$ cat config.mk
export PLATFORM = sky130hd
export DESIGN_NAME = uart_rx
export DESIGN_NICKNAME = d
export VERILOG_FILES = /design/src/rtl/uart_rx.sv
export SDC_FILE = /design/constraint.sdc
export NUM_CORES = 1
export LEC_CHECK = 0
export CAP_MARGIN = 20
export CORE_ASPECT_RATIO = 0.7
export CORE_MARGIN = 3
export CORE_UTILIZATION = 45
export CTS_CLUSTER_SIZE = 8
export DETAILED_ROUTE_END_ITERATION = 8
export PLACE_DENSITY = 0.66
export SLEW_MARGIN = 20
export SYNTH_ARGS = -nofsm -noshare
export SYNTH_HDL_FRONTEND = slang
export SYNTH_SLANG_ARGS = --single-unit
$ cat constraint.sdc
create_clock -name clk -period 3.65 [get_ports clk]
set_input_delay 0.73 -clock clk [delete_from_list [all_inputs] [get_ports clk]]
set_output_delay 0.73 -clock clk [all_outputs]
set_load 0.01 [all_outputs]
$ cat src/rtl/uart_rx.sv
`default_nettype none
// ============================================================================
// Module      : uart_rx
// Description : UART receiver. Oversampled start-bit qualification, mid-bit
//               data sampling, optional parity, 1/2 stop bits, break detect.
// Revision    : 1.0 - initial release
// ============================================================================
module uart_rx #(
    parameter int DATA_BITS     = 8,
    parameter int PARITY        = 0,
    parameter int STOP_BITS     = 1,
    parameter int RX_OVERSAMPLE = 16
) (
    input  logic                 clk,
    input  logic                 reset,
    input  logic                 i_Rx_ClkTick,
    input  logic                 i_Rx_Serial,
    output logic [DATA_BITS-1:0] o_Rx_Data,
    output logic                 o_Rx_Valid,
    output logic                 o_Rx_Parity_Err,
    output logic                 o_Rx_Frame_Err,
    output logic                 o_Rx_Busy
);

    localparam int c_TICK_W = $clog2(RX_OVERSAMPLE);
    localparam int c_BIT_W  = $clog2(DATA_BITS + 1);

    localparam logic [c_TICK_W-1:0] c_CNT_MAX   = c_TICK_W'(RX_OVERSAMPLE - 1);
    localparam logic [c_TICK_W-1:0] c_CNT_HALF  = c_TICK_W'(RX_OVERSAMPLE / 2 - 1);
    localparam logic [c_BIT_W-1:0]  c_DATA_LAST = c_BIT_W'(DATA_BITS - 1);
    localparam logic [c_BIT_W-1:0]  c_STOP_LAST = c_BIT_W'(STOP_BITS - 1);

    typedef enum logic [2:0] {
        S_IDLE   = 3'd0,
        S_START  = 3'd1,
        S_DATA   = 3'd2,
        S_PARITY = 3'd3,
        S_STOP   = 3'd4,
        S_BREAK  = 3'd5
    } state_t;

    state_t                 state_q;
    logic [1:0]             sync_q;
    logic                   tick_prev_q;
    logic [c_TICK_W-1:0]    tick_cnt_q;
    logic [c_BIT_W-1:0]     bit_cnt_q;
    logic [DATA_BITS-1:0]   shift_q;
    logic                   par_err_q;
    logic                   frm_err_q;

    logic                   rx_s;
    logic                   tick;
    logic                   cnt_at_max;
    logic [c_TICK_W-1:0]    tick_cnt_inc;

    assign rx_s         = sync_q[1];
    assign tick         = i_Rx_ClkTick & ~tick_prev_q;
    assign cnt_at_max   = (tick_cnt_q == c_CNT_MAX);
    assign tick_cnt_inc = cnt_at_max ? '0 : tick_cnt_q + c_TICK_W'(1);

    // The tick history keeps tracking through reset so an edge that lands
    // during reset is consumed rather than replayed afterwards.
    always_ff @(posedge clk) begin
        tick_prev_q <= i_Rx_ClkTick;
        if (reset) begin
            sync_q <= 2'b11;
        end else begin
            sync_q <= {sync_q[0], i_Rx_Serial};
        end
    end

    always_ff @(posedge clk) begin
        if (reset) begin
            state_q         <= S_IDLE;
            tick_cnt_q      <= '0;
            bit_cnt_q       <= '0;
            shift_q         <= '0;
            par_err_q       <= 1'b0;
            frm_err_q       <= 1'b0;
            o_Rx_Data       <= '0;
            o_Rx_Valid      <= 1'b0;
            o_Rx_Parity_Err <= 1'b0;
            o_Rx_Frame_Err  <= 1'b0;
            o_Rx_Busy       <= 1'b0;
        end else begin
            o_Rx_Valid <= 1'b0;
            if (tick) begin
                case (state_q)
                    S_IDLE: begin
                        if (!rx_s) begin
                            state_q    <= S_START;
                            tick_cnt_q <= '0;
                            o_Rx_Busy  <= 1'b1;
                        end
                    end
                    S_START: begin
                        if (tick_cnt_q == c_CNT_HALF) begin
                            tick_cnt_q <= '0;
                            if (!rx_s) begin
                                state_q   <= S_DATA;
                                bit_cnt_q <= '0;
                                par_err_q <= 1'b0;
                                frm_err_q <= 1'b0;
                            end else begin
                                state_q   <= S_IDLE;
                                o_Rx_Busy <= 1'b0;
                            end
                        end else begin
                            tick_cnt_q <= tick_cnt_inc;
                        end
                    end
                    S_DATA: begin
                        tick_cnt_q <= tick_cnt_inc;
                        if (cnt_at_max) begin
                            shift_q <= {rx_s, shift_q[DATA_BITS-1:1]};
                            if (bit_cnt_q == c_DATA_LAST) begin
                                bit_cnt_q <= '0;
                                state_q   <= (PARITY != 0) ? S_PARITY : S_STOP;
                            end else begin
                                bit_cnt_q <= bit_cnt_q + c_BIT_W'(1);
                            end
                        end
                    end
                    S_PARITY: begin
                        tick_cnt_q <= tick_cnt_inc;
                        if (cnt_at_max) begin
                            // Odd mode flags an even overall count, even mode an odd one.
                            par_err_q <= (^shift_q) ^ rx_s ^ (PARITY == 1);
                            state_q   <= S_STOP;
                        end
                    end
                    S_STOP: begin
                        tick_cnt_q <= tick_cnt_inc;
                        if (cnt_at_max) begin
                            if (bit_cnt_q == c_STOP_LAST) begin
                                o_Rx_Data       <= shift_q;
                                o_Rx_Parity_Err <= par_err_q;
                                o_Rx_Frame_Err  <= frm_err_q | ~rx_s;
                                o_Rx_Valid      <= 1'b1;
                                if (rx_s) begin
                                    state_q   <= S_IDLE;
                                    o_Rx_Busy <= 1'b0;
                                end else begin
                                    state_q <= S_BREAK;
                                end
                            end else begin
                                bit_cnt_q <= bit_cnt_q + c_BIT_W'(1);
                                frm_err_q <= frm_err_q | ~rx_s;
                            end
                        end
                    end
                    S_BREAK: begin
                        if (rx_s) begin
                            state_q   <= S_IDLE;
                            o_Rx_Busy <= 1'b0;
                        end
                    end
                    default: begin
                        state_q   <= S_IDLE;
                        o_Rx_Busy <= 1'b0;
                    end
                endcase
            end
        end
    end

endmodule
`default_nettype wire

==> flow_metrics.tcl <==
set metrics [dict create \
    die_x_um 80.5 \
    grt_max_degree 31 \
    synth-seq-cells 36 \
    gp_congestion 0.863 \
    crit_family "compound AO/OA/AOI/OAI gates" \
    hold_class "flip-flop to flip-flop" \
    remaining_drc_errors 0 \
    period_share 0.675 \
    port_buffers 15 \
    post-route-min-period_ns 2.46 \
    cts_resized 0 \
    htree_levels 2 \
    synth-xor-area-share 0.0429 \
    yosysUniqueCellTypes 48 \
    critPathArrivalTime_ns 2.64 \
    vias 1455 \
    slowest_stage "clkdlybuf4s50_1" \
    drt-pass1-iter-count 4 \
    min_from "sync_q[0]" \
    cts_tree "built" \
    status "finished, final reports clean" \
    reg2regPathDepth 7 \
    totalPowerFinal_uw 744 \
    fin_tns_setup_ns 0 \
    powerDensity_mw_per_mm2 368 \
    min_delay_path_depth 1 \
    fin_cells 259 \
    hold_path_end "sync_q[1]" \
    required_ns 3.82 \
    synth_top_family_by_area "simple AND/OR/NAND/NOR gates" \
    ff2ff_setup_slack_ns 1.28 \
    rsz0062_at_grt "false" \
    placedCellCount 252 \
    yosys.area_share.simple 0.204 \
    n_antenna_cell 0 \
    post_drt_wl_per_cell_um 14.5 \
    cts_hold_buffers 0 \
    ys_top_cells_by_area "dfxtp_1, mux2i_1, nor2_1" \
    skew_ns 0.00646 \
    clkSinkCount 36 \
    syn_nets 204 \
    ioPinCount 16 \
    cts_inserted_buffers 5 \
    post-cts-setup-buffers 0 \
    area_delta_synth_final_pct 15.5 \
    grt_pass1_wl_um 6220 \
    clk_pin_slew_ns 0.07 \
    startpoint_type "input port" \
    hold_violations 0 \
    avgSynthCellArea_um2 8.89 \
    start_util 0.483 \
    holdWs_ns 0.420 \
    cap_violations 0 \
    synth_warnings 0 \
    synth_edf_count 0 \
    critPathMaxStageDelay_ns 0.50 \
    slew_violations 0 \
    clockBufferDepth 2 \
    core_area_mm2 0.00363 \
    drt.antenna.violating_nets 0 \
    synth_largest_area_cell "dfxtp_1" \
    critical_path_class "input port to flip-flop" \
    drt_iter0_drc 86 \
    syn-instance-count 197 \
    num_rows 18 \
    dieArea_mm2 0.00469 \
    insertion_delay_ns 0.28 \
    worstSetupEndpointType "flip-flop" \
    setup_viol_count_final 0 \
    synth_top_area_frac 0.412 \
    r2r-start "bit_cnt_q[1]" \
    synth_mux_area_frac 0.0979 \
    synth_compound_area_frac 0.170 \
    netlist_area_mm2 0.00175 \
    antenna_found_initial 0 \
    timing.rr.end "o_Rx_Frame_Err" \
    synth_ff_type "dfxtp_1" \
    p_leak_nw 0.834 \
    vias_per_cell 5.62 \
    path_buf_inv 2 \
    wl_um 3750 \
    fin_nets 216 \
    worst_pin_slew_ns 0.794 \
    crit_fanout 5 \
    synth-adder-area-share 0.0214 \
    drive_above_1_share 0.0909 \
    die_h_um 58.2 \
    synth_seq_area_share 0.412 \
    dp.final_hpwl_um 2660 \
    finish.utilization 0.558 \
    synthArstFlopShare 0 \
    grt_usage 0.172 \
    grt-ovfl-total 0 \
    fmaxAchievable_mhz 406 \
    cts_root_buf "clkbuf_8" \
    first_global_vias 1379 \
    relSlewSlack 0.470 \
    irDropWorstVdd_mv 0.171 \
    path_cells "clkdlybuf4s50_1 -> inv_1 -> a311oi_2 -> o211ai_2 -> a311o_1 -> o311a_1" \
]
==> report_power, final <==
part	switching, mW	internal (mW)
clock network	0.135	0.168
registers	0.00658	0.396
logic	0.0217	0.0157
==> per-layer routing <==
layer / share of wire / vias up / global-route usage
met5: 0 / - / 0
met4: 0.0083 / 0 / 0.0843
met3: 0.071 / 2 / 0.0559
met2: 0.44 / 50 / 0.248
met1: 0.48 / 685 / 0.231
li1: - / 718 / -
==> cell usage in the layout, fill, tap and decap left out, types with 3 or more instances in the layout <==
master / n
a21oi_1: 10
clkbuf_8: 7
clkdlybuf4s50_1: 15
dfxtp_1: 36
ha_1: 3
inv_1: 12
mux2i_1: 16
nand2_1: 3
nand2b_1: 3
nand3_1: 7
nand4_1: 3
nor2_1: 30
nor2b_1: 3
nor3_1: 4
o211ai_1: 4
o21ai_0: 6
o31ai_1: 3
or2_2: 4
xnor2_1: 5
==> cells by family after synthesis <==
group,Yosys count
simple gates,70
compound gates,41
flops,36
buf+inv,23
mux,17
xor+xnor,7
fa+ha+maj,3
==> registers in the layout, indices dropped and copies added, names as in the netlist <==
name	count
o_Rx_Frame_Err	1
state_q	3
shift_q	8
tick_prev_q	1
bit_cnt_q	4
frm_err_q	1
o_Rx_Valid	1
tick_cnt_q	4
o_Rx_Data	8
sync_q	2
par_err_q	1
o_Rx_Parity_Err	1
o_Rx_Busy	1
==> per-stage QoR <==
step,instance area (µm²),worst slack (ns)
final,2020,1.19
after detailed placement,1930,0.913
after CTS,2020,1.22
after global routing,2020,0.925
after floorplan,1750,1.58
after global placement,1930,0.998
==> area by class of cell <==
class                   instances  area [µm²]
clock buffers                   7        96.3
fillers                       343        1600
inverters                      12        45.0
multi-input cells             138         940
flip-flops and latches         36         721
well taps                      50        62.6
repair buffers                 16         158
==> cells in the mapped netlist, drive strengths merged (4+ instances only) <==
cell type  number
inv            12
nand3           7
dfxtp          36
xnor2           5
mux2i          16
clkbuf          9
or2             4
nor2           31
o21ai           6
a21oi          10
o211ai          5
nor3            4
==> worst reg2reg max path, delay by kind of cell (launching register included) <==
family                     cells  cell delay [ns]
buffers and inverters          1             0.08
DFF                            1             0.34
adders and majority gates      1             0.14
AOI/OAI and AO/OA              2             0.41
and+or+nand+nor                3             1.33
==> worst max path at each step <==
| stage | start | endpoint | slack [ns] | cells past startpoint |
|---|---|---|---|---|
| 6_report | i_Rx_ClkTick | state_q[2] | 1.19 | 6 |
| 5_1_grt | bit_cnt_q[1] | o_Rx_Frame_Err | 0.92 | 7 |
| 4_1_cts | i_Rx_ClkTick | state_q[2] | 1.22 | 6 |
| 3_5_place_dp | i_Rx_ClkTick | state_q[2] | 0.91 | 6 |
| 3_3_place_gp | i_Rx_ClkTick | state_q[2] | 1.0 | 6 |
| 2_1_floorplan | i_Rx_ClkTick | state_q[2] | 1.58 | 5 |
No activity file was read; power rests on OpenSTA's default activity.
